## src/rtl/press_classifier.sv

```systemverilog
// Button gesture classifier: turns the debounced level/tick into short, long and double-click pulses.
// Optional event counter output enabled by defining PRESS_CLASSIFIER_STATS_EN.
module press_classifier #(
    parameter int ClkRate   = 10_000_000,
    parameter int TickRate  = 1_000,
    parameter int LongTicks = 800,
    parameter int GapTicks  = 250
) (
    input  logic        clk_i,
    input  logic        rst_ni,
    input  logic        db_level_i,
    input  logic        db_tick_i,
    output logic        short_o,
    output logic        long_o,
    output logic        double_o,
    output logic        hold_o,
    output logic        busy_o
`ifdef PRESS_CLASSIFIER_STATS_EN
    ,
    output logic [15:0] event_cnt_o
`endif
);

    localparam int Div      = ClkRate / TickRate;
    localparam int MaxTicks = (LongTicks > GapTicks) ? LongTicks : GapTicks;
    localparam int PW       = $clog2(Div);
    localparam int TW       = $clog2(MaxTicks + 1);

    localparam logic [PW-1:0] PRESC_LAST = PW'(Div - 1);
    localparam logic [TW-1:0] LONG_T     = TW'(LongTicks);
    localparam logic [TW-1:0] GAP_T      = TW'(GapTicks);
    localparam logic [TW-1:0] MAX_T      = TW'(MaxTicks);

    typedef enum logic [2:0] {
        IDLE,
        PRESS1,
        LONG_HOLD,
        WAIT_GAP,
        PRESS2
    } state_t;

    state_t        state_reg, state_next;
    logic [PW-1:0] presc_reg;
    logic [TW-1:0] timer_reg;
    logic          ptick;
    logic          short_next, long_next, double_next;
    logic          short_reg, long_reg, double_reg, hold_reg, busy_reg;

    assign ptick = (presc_reg == PRESC_LAST);

    // Release is checked before the timer threshold, and press before the gap threshold.
    always_comb begin
        state_next  = state_reg;
        short_next  = 1'b0;
        long_next   = 1'b0;
        double_next = 1'b0;
        case (state_reg)
            IDLE: begin
                if (db_tick_i) state_next = PRESS1;
            end
            PRESS1: begin
                if (!db_level_i) begin
                    state_next = WAIT_GAP;
                end else if (timer_reg == LONG_T) begin
                    state_next = LONG_HOLD;
                    long_next  = 1'b1;
                end
            end
            LONG_HOLD: begin
                if (!db_level_i) state_next = IDLE;
            end
            WAIT_GAP: begin
                if (db_tick_i) begin
                    state_next = PRESS2;
                end else if (timer_reg == GAP_T) begin
                    state_next = IDLE;
                    short_next = 1'b1;
                end
            end
            PRESS2: begin
                if (!db_level_i) begin
                    state_next  = IDLE;
                    double_next = 1'b1;
                end
            end
            default: state_next = IDLE;
        endcase
    end

    always_ff @(posedge clk_i or negedge rst_ni) begin
        if (!rst_ni) begin
            state_reg  <= IDLE;
            presc_reg  <= '0;
            timer_reg  <= '0;
            short_reg  <= 1'b0;
            long_reg   <= 1'b0;
            double_reg <= 1'b0;
            hold_reg   <= 1'b0;
            busy_reg   <= 1'b0;
        end else begin
            state_reg <= state_next;
            // Every state change restarts the time base so thresholds are relative to entry.
            if (state_next != state_reg) begin
                presc_reg <= '0;
                timer_reg <= '0;
            end else begin
                presc_reg <= ptick ? '0 : presc_reg + PW'(1);
                if (ptick && (timer_reg != MAX_T)) timer_reg <= timer_reg + TW'(1);
            end
            short_reg  <= short_next;
            long_reg   <= long_next;
            double_reg <= double_next;
            hold_reg   <= (state_next == LONG_HOLD);
            busy_reg   <= (state_next != IDLE);
        end
    end

    assign short_o  = short_reg;
    assign long_o   = long_reg;
    assign double_o = double_reg;
    assign hold_o   = hold_reg;
    assign busy_o   = busy_reg;

`ifdef PRESS_CLASSIFIER_STATS_EN
    logic [15:0] event_cnt_reg;

    always_ff @(posedge clk_i or negedge rst_ni) begin
        if (!rst_ni) begin
            event_cnt_reg <= '0;
        end else if (short_next || long_next || double_next) begin
            event_cnt_reg <= event_cnt_reg + 16'd1;
        end
    end

    assign event_cnt_o = event_cnt_reg;
`endif

endmodule
```

## config.mk

```make
export PLATFORM = sky130hd
export DESIGN_NAME = press_classifier
export DESIGN_NICKNAME = d
export VERILOG_FILES = /design/src/rtl/press_classifier.sv
export SDC_FILE = /design/constraint.sdc
export NUM_CORES = 1
export LEC_CHECK = 0
export ABC_CLOCK_PERIOD_IN_PS = 2600
export CAP_MARGIN = 20
export CORE_MARGIN = 2
export CORE_UTILIZATION = 35
export CTS_BUF_LIST = sky130_fd_sc_hd__clkbuf_4 sky130_fd_sc_hd__clkbuf_8
export CTS_CLUSTER_DIAMETER = 50
export DETAILED_ROUTE_END_ITERATION = 6
export GPL_ROUTABILITY_DRIVEN = 0
export PLACE_DENSITY = 0.58
export SLEW_MARGIN = 20
export SYNTH_ARGS = -nofsm -noshare
export SYNTH_HDL_FRONTEND = slang
export SYNTH_SLANG_ARGS = --single-unit
```

## constraint.sdc

```tcl
create_clock -name clk_i -period 2.6 [get_ports clk_i]
set_input_delay 0.52 -clock clk_i [delete_from_list [all_inputs] [get_ports clk_i]]
set_output_delay 0.52 -clock clk_i [all_outputs]
set_load 0.03 [all_outputs]
```

### Word-level counts from Yosys, hierarchy flattened

Cells that the tools add are included.
Widths: inputs -> output; s select.

| operators by class | value |
|---|---|
| add/subtract/negate cells | 2 |
| equality and inequality tests | 10 |
| mux-type cells | 19 |
| reductions and logical operators | 5 |

Operators by type and width:

| operator | count |
|---|---|
| $mux 14 | 2 |
| $mux 10 | 2 |
| $mux 3 | 6 |
| $add 14x1->14 const B | 1 |
| $eq 14x14->1 const B | 1 |
| $pmux 3 s4 | 1 |
| $add 10x1->10 const B | 1 |
| $eq 10x10->1 const B | 1 |
| $eq 10x8->1 const B | 1 |
| $ne 10x10->1 const B | 1 |
| $eq 3x2->1 const B | 3 |
| $mux 1 | 8 |
| $eq 3x1->1 const B | 1 |
| $eq 3x3->1 const B | 1 |
| $logic_not 3->1 | 1 |
| $ne 3x3->1 | 1 |
| $reduce_bool 3->1 | 1 |
| $reduce_bool 2->1 | 1 |
| $reduce_or 2->1 | 1 |
| $logic_and 1x1->1 | 1 |

| storage, ports and cells | value |
|---|---|
| register bits | 32 |
| word-level logic and storage cells | 44 |

### Longest topological paths before layout

| depth | value |
|---|---|
| depth in word-level cells | 6 |
| gate-level depth with buffers | 8 |

### Worst setup path before layout

OpenSTA, ideal clock, no wires.

| timing | value |
|---|---|
| path type | flip-flop to flip-flop |
| start | register timer_reg[2] |
| end | register presc_reg[10] |
| setup time | 120 ps |
| arrival | 1757 ps |
| path slack | 723 ps |
| stages on the path, launching flop included | 7 |
| path buffers | 1 |
| clock period less this slack | 1877 ps |
| cells stage by stage | dfrtp_1 > or3_1 > or3_4 > o32ai_2 > a21o_2 > buf_6 > nor3_1 |

| between the ends | value |
|---|---|
| longest elaborated chain between the ends | 6 |

Ends and longest elaborated chain:

| element | line | source |
|---|---|---|
| start, declared | 44 | `logic [TW-1:0] timer_reg;` |
| start signal, assigned | 108 | `if (ptick && (timer_reg != MAX_T)) timer_reg <= timer_reg + TW'(1);` |
| $eq 10x8->1 or $eq 10x10->1 (tied branches) | 75, 64 |  |
| $mux 3 (on tied branches) | 75, 64 |  |
| $mux 3 (on tied branches) | 73, 62 |  |
| $pmux 3 s4 (*) | 57 | `case (state_reg)` |
| $ne 3x3->1 (*) | 103 | `if (state_next != state_reg) begin` |
| $mux 14 (*) | 103 |  |
| end signal, assigned | 107 | `presc_reg <= ptick ? '0 : presc_reg + PW'(1);` |
| end, declared | 43 | `logic [PW-1:0] presc_reg;` |

Mark *: on every way between the ends. The rest lies on a longest branch, timed or not.
A chain may end at the register's enable or synchronous reset.

### Worst setup path in the final report

| timing | value |
|---|---|
| start | register timer_reg[0] |
| end | register presc_reg[8] |

The elaborated chain is that of the path after synthesis.

==> flow_metrics.env <==
export IMPL_grt_pass1_wl_um=5420
export IMPL_holdWs_ns=0.463
export IMPL_routedWlPerCell_um=12.1
export IMPL_clock_power_share_pct=33.1
export IMPL_power_density_mw_per_mm2=741
export IMPL_grt_pass1_vias=1202
export IMPL_maxCapViolCount=0
export IMPL_cp_start_kind="flop"
export IMPL_overflow=0
export IMPL_top_usage_layer="met2"
export IMPL_path_depth=7
export IMPL_syn_nets=185
export IMPL_yosysSeqAreaShare_pct=46.7
export IMPL_die_h_um=74.0
export IMPL_clockBufferDepth=2
export IMPL_finalCritPeriodShare_pct=84.2
export IMPL_min_period_ns=2.19
export IMPL_p_sw_uw=482
export IMPL_ir_worst_vdd_mv=0.225
export IMPL_synth_cell_types=41
export IMPL_p_int_uw=970
export IMPL_crit_start="timer_reg[0]$_DFFE_PN0P_"
export IMPL_slew_violations=0
export IMPL_syn_inst=177
export IMPL_critPathMaxFanout=24
export IMPL_h_tree_depth=2
export IMPL_r2r_end="presc_reg[8]$_DFF_PN0_"
export IMPL_place_hpwl_um=2060
export IMPL_pwr_share_comb_pct=25.4
export IMPL_route_detailed_drc=0
export IMPL_die_x_um=74.0
export IMPL_grt_usage_pct=13.1
export IMPL_seq_area_sq_um=801
export IMPL_cts_tree="yes"
export IMPL_gr_usage_met2_pct=19.6
export IMPL_totalWireLength_um=3100
export IMPL_skew_ns=0.00445
export IMPL_timing_reg2reg_setup_slack_ns=0.41
export IMPL_hold_viol=0
export IMPL_setup_worst_path_end_class="flop"
export IMPL_swShare_pct=33.2
export IMPL_largest_register_ffs=14
export IMPL_antenna_found_initial=0
export IMPL_area_growth_pct=14.3
export IMPL_final_setup_viol_count=0
export IMPL_synth_flop_cell="dfrtp_1"
export IMPL_layout_common_cells="dfrtp_1 (32), nor2_1 (24), nand2_1 (19)"
export IMPL_root_buffer="clkbuf_8"
export IMPL_final_common_cell="dfrtp_1"
export IMPL_rr_worst_depth=7
export IMPL_relSlewSlack_pct=55.7
export IMPL_diodes=0
export IMPL_cts_resized=0
export IMPL_drtIter0Drc=46
export IMPL_leakage_uw=0.000834
export IMPL_synth_edff_count=0
export IMPL_initial_core_util_pct=36.3
export IMPL_rows=25
export IMPL_coreArea_sq_mm=0.00472
export IMPL_via_count=1271
export IMPL_worst_path_buf_inv=1
export IMPL_worstSetupEndpoint="presc_reg[8]$_DFF_PN0_"
export IMPL_worst_slew_pin_slew_ns=0.659
export IMPL_drtAntennaViolNets=0
export IMPL_finalSetupTns_ns=0
export IMPL_path_clk_slew_ns=0.07
export IMPL_multi_input_area_sq_um=846
export IMPL_syn_avg_cell_area_sq_um=9.68
export IMPL_synthArstFlopShare_pct=100
export IMPL_fillCellCount=469
export IMPL_post_cts_buffers=0
export IMPL_nets=196
export IMPL_post_route_cells_drive_above_1_share_pct=9.52
export IMPL_viasPerCell=4.96
export IMPL_portBuffers=8
export IMPL_first_pass_iters=4
export IMPL_synth_seq_cells=32
export IMPL_grt_met3_usage_pct=4.74
export IMPL_hp_class="flop to flop"
export IMPL_cts_hold_buffers=0
export IMPL_max_freq_mhz=457
export IMPL_r2r_start="timer_reg[0]$_DFFE_PN0P_"
export IMPL_crit_slowest_cell="a21o_2"
export IMPL_met1_usage_pct=16.6
export IMPL_die_area_sq_mm=0.00547
export IMPL_arrival_ns=2.34
export IMPL_synth_warnings=0
export IMPL_cp_top_family="compound AO/OA/AOI/OAI gates"
export IMPL_ios=9
export IMPL_rsz0062_at_grt="false"
export IMPL_status="complete, no violations"
export IMPL_clock_sinks=32
export IMPL_syn_area_sq_mm=0.00171
export IMPL_cts_inserted_buffers=5
export IMPL_required_ns=2.75
export IMPL_grt_max_degree=33
export IMPL_path_cells="inv_1 > ha_1 > nand4b_1 > or3_4 > o32ai_2 > a21o_2 > nor3_1"
export IMPL_cp_slowest_stage_delay_ns=0.45
export IMPL_p_seq_share_pct=41.6
export IMPL_crit_type="flop to flop"
export IMPL_clk_latency_ns=0.29
==> per-stage QoR <==
step / util (%) / cells / setup slack, ns / area, sq um / total power (uW)
2_1_floorplan: - / 177 / 0.723 / 1710 / 932
3_3_place_gp: 39.1 / 248 / 0.312 / 1850 / 990
3_5_place_dp: 39.1 / 248 / 0.312 / 1850 / 988
4_1_cts: 41.5 / 256 / 0.390 / 1960 / 1480
5_1_grt: 41.5 / 256 / 0.241 / 1960 / 1550
6_report: 41.5 / 256 / 0.411 / 1960 / 1450
==> worst register-to-register path: stages, from the launching register on <==
cell      delay (ns)
dfrtp_1         0.39
inv_1           0.11
ha_1            0.16
nand4b_1        0.13
or3_4           0.43
o32ai_2         0.25
a21o_2          0.45
nor3_1          0.12
==> cell families (layout without fill, tap and decap cells) <==
| logic type | count (synthesis) | after routing | share of synthesized area [%] |
|---|---|---|---|
| simple gates | 89 | 89 | 28.0 |
| flops | 32 | 32 | 46.7 |
| xor+xnor | 21 | 21 | 10.7 |
| compound gates | 18 | 18 | 7.15 |
| buf+inv | 12 | 24 | 3.94 |
| fa+ha+maj | 4 | 4 | 2.92 |
| mux | 1 | 1 | 0.584 |
==> power groups by stage <==
stage          sequential, uW  clock [uW]  combinational, uW
4_1_cts                   604         497                376
6_report                  604         480                368
3_5_place_dp              613           0                375
3_3_place_gp              615           0                375
2_1_floorplan             598           0                334
5_1_grt                   615         517                415
==> layer usage <==
layer	routed length, um	vias to the layer above
met3	130	7
met1	1490	601
li1	-	636
met2	1410	27
met5	0	-
met4	73	0
==> worst min-delay path by stage <==
stage,end,depth (start not counted),startpoint
after global routing,presc_reg[0]$_DFF_PN0_,1,presc_reg[0]$_DFF_PN0_
after floorplan,busy_o$_DFF_PN0_,0,rst_ni
after global placement,presc_reg[0]$_DFF_PN0_,1,presc_reg[0]$_DFF_PN0_
after detailed placement,presc_reg[0]$_DFF_PN0_,1,presc_reg[0]$_DFF_PN0_
after CTS,presc_reg[0]$_DFF_PN0_,1,presc_reg[0]$_DFF_PN0_
final,presc_reg[0]$_DFF_PN0_,1,presc_reg[0]$_DFF_PN0_
==> area by class of cell <==
cell class | count | area share, %
multi-input cells | 133 | 43.2
clock buffers | 6 | 3.90
flip-flops and latches | 32 | 40.9
clock inverters | 2 | 1.79
inverters | 6 | 1.15
repair buffers | 10 | 4.85
well taps | 67 | 4.28
==> cells in the mapped netlist, types with 2 or more instances <==
cell | count | area, sq um
inv_1 | 6 | 22.5
a31oi_1 | 2 | 12.5
nor3_1 | 10 | 50.1
nand2b_1 | 3 | 18.8
or3_1 | 2 | 12.5
nand2_1 | 19 | 71.3
dfrtp_1 | 32 | 801
clkbuf_1 | 3 | 11.3
a21oi_1 | 6 | 30.0
nand4_1 | 5 | 31.3
and3_1 | 6 | 37.5
o21ai_0 | 2 | 10.0
nand3_1 | 6 | 30.0
ha_1 | 4 | 50.1
buf_6 | 3 | 33.8
xnor2_1 | 8 | 70.1
xor2_1 | 13 | 114
nor2_1 | 24 | 90.1
Power figures use the tool's default switching activity.
==> edit, RTL diff (same flow settings) <==
The 5 states of `state_t` get a one-hot encoding in 5 bits.
--- a/src/rtl/press_classifier.sv
+++ b/src/rtl/press_classifier.sv
@@ -31,12 +31,12 @@
     localparam logic [TW-1:0] GAP_T      = TW'(GapTicks);
     localparam logic [TW-1:0] MAX_T      = TW'(MaxTicks);
 
-    typedef enum logic [2:0] {
-        IDLE,
-        PRESS1,
-        LONG_HOLD,
-        WAIT_GAP,
-        PRESS2
+    typedef enum logic [4:0] {
+        IDLE      = 5'b00001,
+        PRESS1    = 5'b00010,
+        LONG_HOLD = 5'b00100,
+        WAIT_GAP  = 5'b01000,
+        PRESS2    = 5'b10000
     } state_t;
 
     state_t        state_reg, state_next;
Behaviour: no difference found for any inputs over 10 cycles, from zero or initial values and one cycle with rst_ni low; not proved beyond that.
==> edit against the original RTL <==
Clock skew increased by 0.0058 ns; highest routed layer unchanged; non-clock buffer count stayed put; worst hold slack lost 0.17 ns; total power increased by 6.5%; final cell count rose by 2.7%; setup slack got worse by 0.027 ns; sequential cell count increased by 2; wire length is 14% higher; sequential power rose by 6.5%; via count rose by 8.3%; largest cell class unchanged; final area rose by 7.5%; area after synthesis is 10% higher.
==> edit: results <==
set metrics [dict create \
    ys_top_cells_by_count "33 x dfrtp_1, 16 x nor3_1, 14 x nand2_1, 14 x nor2_1, 11 x xnor2_1" \
    slew_headroom_pct 47.3 \
    synth_compound_area_share_pct 4.90 \
    grt_max_degree 35 \
    grt_usage_pct 12.5 \
    ys_seq_area_share_pct 45.1 \
    synthAdderAreaFrac_pct 2.65 \
    num-nets-final 200 \
    syn_nets 193 \
    synth_area_leaders "dfrtp_1 44%, xnor2_1 5.1%, xor2_1 4.6%, nor3_1 4.2%, nand2_1 2.8%" \
    r2r_cells 5 \
    slowest_stage "o211ai_4" \
    hold_class "input port to async pin" \
    max_stage_delay_ns 0.65 \
    grt_pass1_wl_mm 6.09 \
    synthMuxAreaShare_pct 1.59 \
    fin_skew_ns 0.0102 \
    vias 1376 \
    p_leak_uw 0.000870 \
    synth_xor_area_share_pct 9.74 \
    ir_drop_mv 0.365 \
    status "finished, final reports clean" \
    dp.final_hpwl_mm 2.30 \
    crit_family "simple AND/OR/NAND/NOR gates" \
    wl_per_cell_um 13.4 \
]
edit: through the flow:
stage	utilization (%)	hold WS, ns	cell area, um2	setup slack, ns	std cells
CTS	40.7	0.320	2110	0.354	263
detailed placement	39.1	0.478	2020	0.248	255
global placement	39.1	0.478	2020	0.280	255
floorplan	-	0.224	1890	0.743	185
finish	40.7	0.293	2110	0.383	263
global route	40.7	0.354	2110	0.177	263
edit: kinds of logic (layout without fill, tap and decap cells):
family,Yosys count,in the layout
AND/OR/NAND/NOR,97,97
flip-flops,34,34
XOR/XNOR,21,21
buffers and inverters,15,23
AO/OA/AOI/OAI,11,11
adder cells (fa/ha/maj),4,4
multiplexers,3,3
edit: power by group through the flow:
stage	registers, uW	logic [uW]	clock network (uW)
after floorplan	630	428	0
after global placement	650	520	0
after detailed placement	650	524	0
after CTS	641	524	400
after global routing	651	559	421
final	643	520	384
edit: cell type report:
cell class | count | area [um2]
clock buffer | 6 | 76.3
clock inverter | 2 | 10.0
fill | 505 | 3070
inverter | 5 | 18.8
multi-input combinational | 136 | 960
sequential | 34 | 852
tap | 70 | 87.6
timing repair buffer | 10 | 103
edit: path summary, 6_finish.rpt:
kind                                   start            to  slack, ns
worst max-delay path            timer_reg[4]  presc_reg[4]       0.38
worst min-delay path                  rst_ni  presc_reg[0]       0.29
worst max register to register  timer_reg[4]  presc_reg[4]       0.38
worst min register to register  presc_reg[0]  presc_reg[0]       0.49
max in group asynchronous             rst_ni        hold_o       1.83
min in group clk_i              presc_reg[0]  presc_reg[0]       0.49
edit: metal layers:
metal	vias to the layer above	GRT usage (%)	part of all wire, %
met3	6	3.60	3.3
li1	680	-	-
met4	0	5.18	1.5
met2	26	19.2	46
met5	-	0	0
met1	664	16.4	49
